==> src/rtl/board_pkg.sv <==
// rtl/board_pkg.sv - shared constants, FSM encoding and cell index helper for the board colour controller
package board_pkg;

    localparam int DW    = 3;
    localparam int NCELL = 16;

    localparam logic [DW-1:0] RST_COLOR_DEFAULT = 3'b000;

    typedef enum logic {
        IDLE  = 1'b0,
        CLEAR = 1'b1
    } state_t;

    // Top-left cell is 15, index drops by 4 per column right and by 1 per row down.
    function automatic logic [3:0] cell_idx(input logic [1:0] row, input logic [1:0] col);
        return ~{col, row};
    endfunction

endpackage

==> src/rtl/btn_edge.sv <==
// rtl/btn_edge.sv - two-flop synchroniser with single-cycle rising-edge pulse
module btn_edge (
    input  logic clk,
    input  logic rst,
    input  logic i_btn,
    output logic o_pulse
);

    logic r_sync1;
    logic r_sync2;
    logic r_edge;

    // Synchronise the asynchronous level, then remember the previous synchronised value.
    always_ff @(posedge clk) begin
        if (rst) begin
            r_sync1 <= 1'b0;
            r_sync2 <= 1'b0;
            r_edge  <= 1'b0;
        end else begin
            r_sync1 <= i_btn;
            r_sync2 <= r_sync1;
            r_edge  <= r_sync2;
        end
    end

    assign o_pulse = r_sync2 & ~r_edge;

endmodule

==> src/rtl/board_color_ctrl.sv <==
// rtl/board_color_ctrl.sv - 16-cell colour board with button cursor, paint, clear sweep and blinking highlight
module board_color_ctrl
    import board_pkg::*;
#(
    parameter logic [DW-1:0] RST_COLOR = RST_COLOR_DEFAULT,
    parameter int            BLINK_DIV = 12_500_000,
    parameter int            HILITE_EN = 1
) (
    input  logic          clk,
    input  logic          rst,
    input  logic          btn_up,
    input  logic          btn_down,
    input  logic          btn_left,
    input  logic          btn_right,
    input  logic          btn_paint,
    input  logic          btn_clear,
    input  logic [DW-1:0] color_sel,
    input  logic [3:0]    posicion,
    output logic [DW-1:0] dirColor,
    output logic [3:0]    cursor_idx,
    output logic          busy
);

    localparam int BW = $clog2(BLINK_DIV);

    logic w_pulse_up;
    logic w_pulse_down;
    logic w_pulse_left;
    logic w_pulse_right;
    logic w_pulse_paint;
    logic w_pulse_clear;

    btn_edge u_btn_up    (.clk(clk), .rst(rst), .i_btn(btn_up),    .o_pulse(w_pulse_up));
    btn_edge u_btn_down  (.clk(clk), .rst(rst), .i_btn(btn_down),  .o_pulse(w_pulse_down));
    btn_edge u_btn_left  (.clk(clk), .rst(rst), .i_btn(btn_left),  .o_pulse(w_pulse_left));
    btn_edge u_btn_right (.clk(clk), .rst(rst), .i_btn(btn_right), .o_pulse(w_pulse_right));
    btn_edge u_btn_paint (.clk(clk), .rst(rst), .i_btn(btn_paint), .o_pulse(w_pulse_paint));
    btn_edge u_btn_clear (.clk(clk), .rst(rst), .i_btn(btn_clear), .o_pulse(w_pulse_clear));

    state_t        r_state;
    state_t        w_state_nxt;
    logic [3:0]    r_clr_addr;
    logic [3:0]    w_clr_addr_nxt;
    logic [1:0]    r_row;
    logic [1:0]    r_col;
    logic [1:0]    w_row_nxt;
    logic [1:0]    w_col_nxt;
    logic          w_wr_en;
    logic [3:0]    w_wr_addr;
    logic [DW-1:0] w_wr_data;

    logic [DW-1:0] r_cells [NCELL];

    logic [BW-1:0] r_blink_cnt;
    logic          r_blink;

    logic [DW-1:0] w_cell;
    logic          w_hilite;

    assign cursor_idx = cell_idx(r_row, r_col);
    assign busy       = (r_state == CLEAR);

    // Next-state, cursor movement and cell write selection; one action per cycle, clear wins.
    always_comb begin
        w_state_nxt    = r_state;
        w_clr_addr_nxt = r_clr_addr;
        w_row_nxt      = r_row;
        w_col_nxt      = r_col;
        w_wr_en        = 1'b0;
        w_wr_addr      = cell_idx(r_row, r_col);
        w_wr_data      = color_sel;
        if (r_state == CLEAR) begin
            // Sweep one cell per cycle; every button pulse is dropped here.
            w_wr_en        = 1'b1;
            w_wr_addr      = r_clr_addr;
            w_wr_data      = RST_COLOR;
            w_clr_addr_nxt = r_clr_addr + 4'd1;
            if (r_clr_addr == 4'd15) begin
                w_state_nxt = IDLE;
            end
        end else begin
            if (w_pulse_clear) begin
                w_state_nxt    = CLEAR;
                w_clr_addr_nxt = 4'd0;
            end else if (w_pulse_paint) begin
                w_wr_en = 1'b1;
            end else if (w_pulse_up) begin
                w_row_nxt = r_row - 2'd1;
            end else if (w_pulse_down) begin
                w_row_nxt = r_row + 2'd1;
            end else if (w_pulse_left) begin
                w_col_nxt = r_col - 2'd1;
            end else if (w_pulse_right) begin
                w_col_nxt = r_col + 2'd1;
            end
        end
    end

    // FSM state, sweep address and cursor registers.
    always_ff @(posedge clk) begin
        if (rst) begin
            r_state    <= IDLE;
            r_clr_addr <= 4'd0;
            r_row      <= 2'd0;
            r_col      <= 2'd0;
        end else begin
            r_state    <= w_state_nxt;
            r_clr_addr <= w_clr_addr_nxt;
            r_row      <= w_row_nxt;
            r_col      <= w_col_nxt;
        end
    end

    // Cell storage: reset fills every cell, otherwise a single write port.
    always_ff @(posedge clk) begin
        if (rst) begin
            for (int i = 0; i < NCELL; i++) begin
                r_cells[i] <= RST_COLOR;
            end
        end else if (w_wr_en) begin
            r_cells[w_wr_addr] <= w_wr_data;
        end
    end

    // Free-running blink divider; the phase flips each time the counter wraps.
    always_ff @(posedge clk) begin
        if (rst) begin
            r_blink_cnt <= '0;
            r_blink     <= 1'b0;
        end else if (r_blink_cnt == BW'(BLINK_DIV - 1)) begin
            r_blink_cnt <= '0;
            r_blink     <= ~r_blink;
        end else begin
            r_blink_cnt <= r_blink_cnt + BW'(1);
        end
    end

    // Display read port; the cursor cell is inverted while blinking, never during a sweep.
    always_comb begin
        w_cell   = r_cells[posicion];
        w_hilite = (HILITE_EN != 0) && r_blink && !busy && (posicion == cursor_idx);
        dirColor = w_hilite ? ~w_cell : w_cell;
    end

endmodule

==> config.mk <==
export PLATFORM = sky130hd
export DESIGN_NAME = board_color_ctrl
export DESIGN_NICKNAME = d
export VERILOG_FILES = /design/src/rtl/board_pkg.sv /design/src/rtl/btn_edge.sv /design/src/rtl/board_color_ctrl.sv
export SDC_FILE = /design/constraint.sdc
export NUM_CORES = 1
export LEC_CHECK = 0
export ABC_AREA = 1
export CORE_ASPECT_RATIO = 0.8
export CORE_MARGIN = 5
export CORE_UTILIZATION = 66
export CTS_BUF_LIST = sky130_fd_sc_hd__clkbuf_8
export CTS_CLUSTER_SIZE = 12
export DETAILED_ROUTE_END_ITERATION = 6
export GPL_TIMING_DRIVEN = 0
export PLACE_DENSITY = 0.86
export RECOVER_POWER = 25
export REMOVE_ABC_BUFFERS = 1
export SLEW_MARGIN = 25
export SYNTH_ARGS = -nofsm -noshare
export SYNTH_HDL_FRONTEND = slang
export SYNTH_HIERARCHICAL = 1
export SYNTH_SLANG_ARGS = --single-unit
==> constraint.sdc <==
create_clock -name clk -period 2.6 [get_ports clk]
set_clock_uncertainty 0.2 [all_clocks]
set_input_delay 0.39 -clock clk [delete_from_list [all_inputs] [get_ports clk]]
set_output_delay 0.39 -clock clk [all_outputs]
set_load 0.01 [all_outputs]
==> results.toml <==
[critical_path]
r2r_slack_ns = 0.28
worstPathArrival_ns = 1.86
ff2ff_path_depth = 7
cp-start-kind = "primary input"
crit_type = "primary input to primary output"
reg2reg_from = "busy$_SDFF_PP0_"
r2r_end = "r_cells[4][1]$_SDFFCE_PN0P_"
crit_path_end_kind = "primary output"
worstPathMaxFanout = 9
worstPathRequired_ns = 2.01

[clocking]
clk_pin_slew_ns = 0.08
cts_inserted_buffers = 9
clock_latency_ns = 0.37
postCtsHoldBufs = 0
cts_tree = "done"
cts.sinks = 100
clockBufferDepth = 2
h-tree-depth = 3
clockRootBuffer = "clkbuf_8"

[synthesis]
synth_area_um2 = 4860
synthArstFlopShare_pct = 0
syn_avg_cell_area_um2 = 7.51
syn_inst = 647
ys.warnings.count = 6
synth_cell_types = 32
ys_ff_latch = 100
yosysSeqAreaShare_pct = 51.1
synth_edf_count = 48
yosys_most_used_dff = "dfxtp_1"

[outcome]
status = "complete, no violations"

[global_route]
grt_pass1_wl_um = 17500
antenna_found_initial = 0
grt_max_degree = 29
track_usage_pct = 24.0
grt_overflow = 0
grt_pass1_vias = 4011

[sta]
fmax_mhz = 408
max_slew_margin_pct = 26.2
min_period_ns = 2.45
finalHoldViolations = 0
fin_crit_sh_pct = 94.2
holdWs_ns = 0.205
worstMarginPinSlew_ns = 1.11
rsz0062_at_grt = "false"
drv_slew = 0
setup-violations-final = 0

[hold_path]
min_from = "u_btn_paint/r_sync1$_SDFF_PP0_"
hold_path_class = "flip-flop to flip-flop"
holdPathStages = 2
hold_end = "u_btn_paint/r_sync2$_SDFF_PP0_"

[placed_design]
placed_area_um2 = 5110
port_buffers = 22
hpwl_um = 7080
place_congestion = 0.933

[floorplan]
die_w_um = 106
fp.dieH_um = 86.8
dieArea_um2 = 9190
io_pins = 23
start_util_pct = 66.7
row_count = 28
core_area_um2 = 7290

[power]
cellLeakagePower_nw = 2.15
switching_share_pct = 24.0
p_seq_share_pct = 57.1
powerDensity_nw_per_um2 = 555
peakVddDrop_uv = 402
combPwrFrac_pct = 9.4
switching_power_uw = 718
power_frac_clock_pct = 33.4
internal_power_mw = 2.28

[cells_and_area]
drive_above_1_share_pct = 7.81
layout_common_cells = "nand2_1, nor2_1, inv_1"
layout_commonest_cell = "nand2_1"
final_core_util_pct = 74.1
design_area_um2 = 5400
syn_to_final_growth_pct = 11.1
diodes = 0
finalNetCount = 691

[drt]
vias_per_cell = 5.44
drt_iter0_drc = 286
vias = 4183
firstDrtPassIters = 5
post_drt_wl_per_cell_um = 13.3
drc_errors = 0
ant_nets = 0
wirelength_um = 10200

[run]
cap_violations = 0
power groups by stage:
stage          Clock (mW)  Combinational, mW  Sequential [mW]
3_3_place_gp            0              0.257             1.75
6_report             1.00              0.283             1.71
2_1_floorplan           0              0.165             1.75
4_1_cts              1.01              0.283             1.71
5_1_grt              1.08              0.317             1.72
3_5_place_dp            0              0.268             1.75
through the flow:
stage / setup TNS (ns) / total power, mW / std cells / setup WS (ns)
floorplan: 0 / 1.91 / 631 / 0.567
global placement: -92.40 / 2.01 / 743 / -1.20
detailed placement: -94.15 / 2.02 / 743 / -1.38
CTS: 0 / 3.01 / 769 / 0.189
global route: 0 / 3.12 / 769 / 0.0357
finish: 0 / 3.00 / 769 / 0.150
routing by layer:
layer	global-route usage, %	part of all wire, %
met5	0	0
met4	8.47	1.9
met3	6.92	10
met2	42.4	49
met1	28.1	40
critical path, cell delays in order:
cell             delay (ns)
clkdlybuf4s15_1        0.41
nor2_1                 0.07
a21oi_1                0.17
nand3_2                0.13
nor2_4                 0.18
inv_1                  0.09
nand2_1                0.08
nand2_1                0.05
dlygate4sd2_1          0.28
final cells by class:
class / count / area [um2]
Timing Repair inverter: 2 / 15.0
Multi-Input combinational cell: 438 / 1950
Clock inverter: 5 / 51.3
Inverter: 93 / 363
Fill cell: 550 / 1880
Clock buffer: 11 / 151
Timing Repair Buffer: 30 / 268
Tap cell: 90 / 113
Sequential cell: 100 / 2490
what timing repair did:
item,in CTS,in global routing
setup endpoints to repair,117,1
pin swaps,2,2
resized for setup,33,3
gates cloned,2,0
setup buffers,8,0
cell usage after synthesis, types with 6 or more instances:
library cell | instances | area share [%]
dfxtp_1 | 52 | 21
clkbuf_1 | 8 | 0.62
inv_1 | 88 | 6.8
nand3_1 | 57 | 5.9
nand2_1 | 170 | 13
edfxtp_1 | 48 | 30
nand4_1 | 8 | 1.0
a21oi_1 | 24 | 2.5
nor2_1 | 130 | 10
nand2_2 | 6 | 0.77
o21ai_0 | 9 | 0.93
registers in the layout, indices dropped and copies added, names as in the netlist, 2 cells and up:
register / flops
r_clr_addr: 4
r_cells: 48
r_row: 2
r_col: 2
r_blink_cnt: 24
worst max-delay path by stage:
stage | start | to | depth (start not counted)
after global routing | posicion[2] | dirColor[2] | 9
after floorplan | busy$_SDFF_PP0_ | r_cells[5][0]$_SDFFCE_PN0P_ | 6
after detailed placement | posicion[0] | dirColor[0] | 10
final | posicion[2] | dirColor[2] | 9
after CTS | busy$_SDFF_PP0_ | dirColor[1] | 9
after global placement | posicion[0] | dirColor[1] | 10
cell families after synthesis:
group	share of synthesized area [%]
adders and majority gates	0.515
xor gates and xnor gates	1.44
buffers and inverters	8.85
DFF	51.1
AOI/OAI and AO/OA	5.12
and+or+nand+nor	33.0
(Power assumes the default switching activity.)
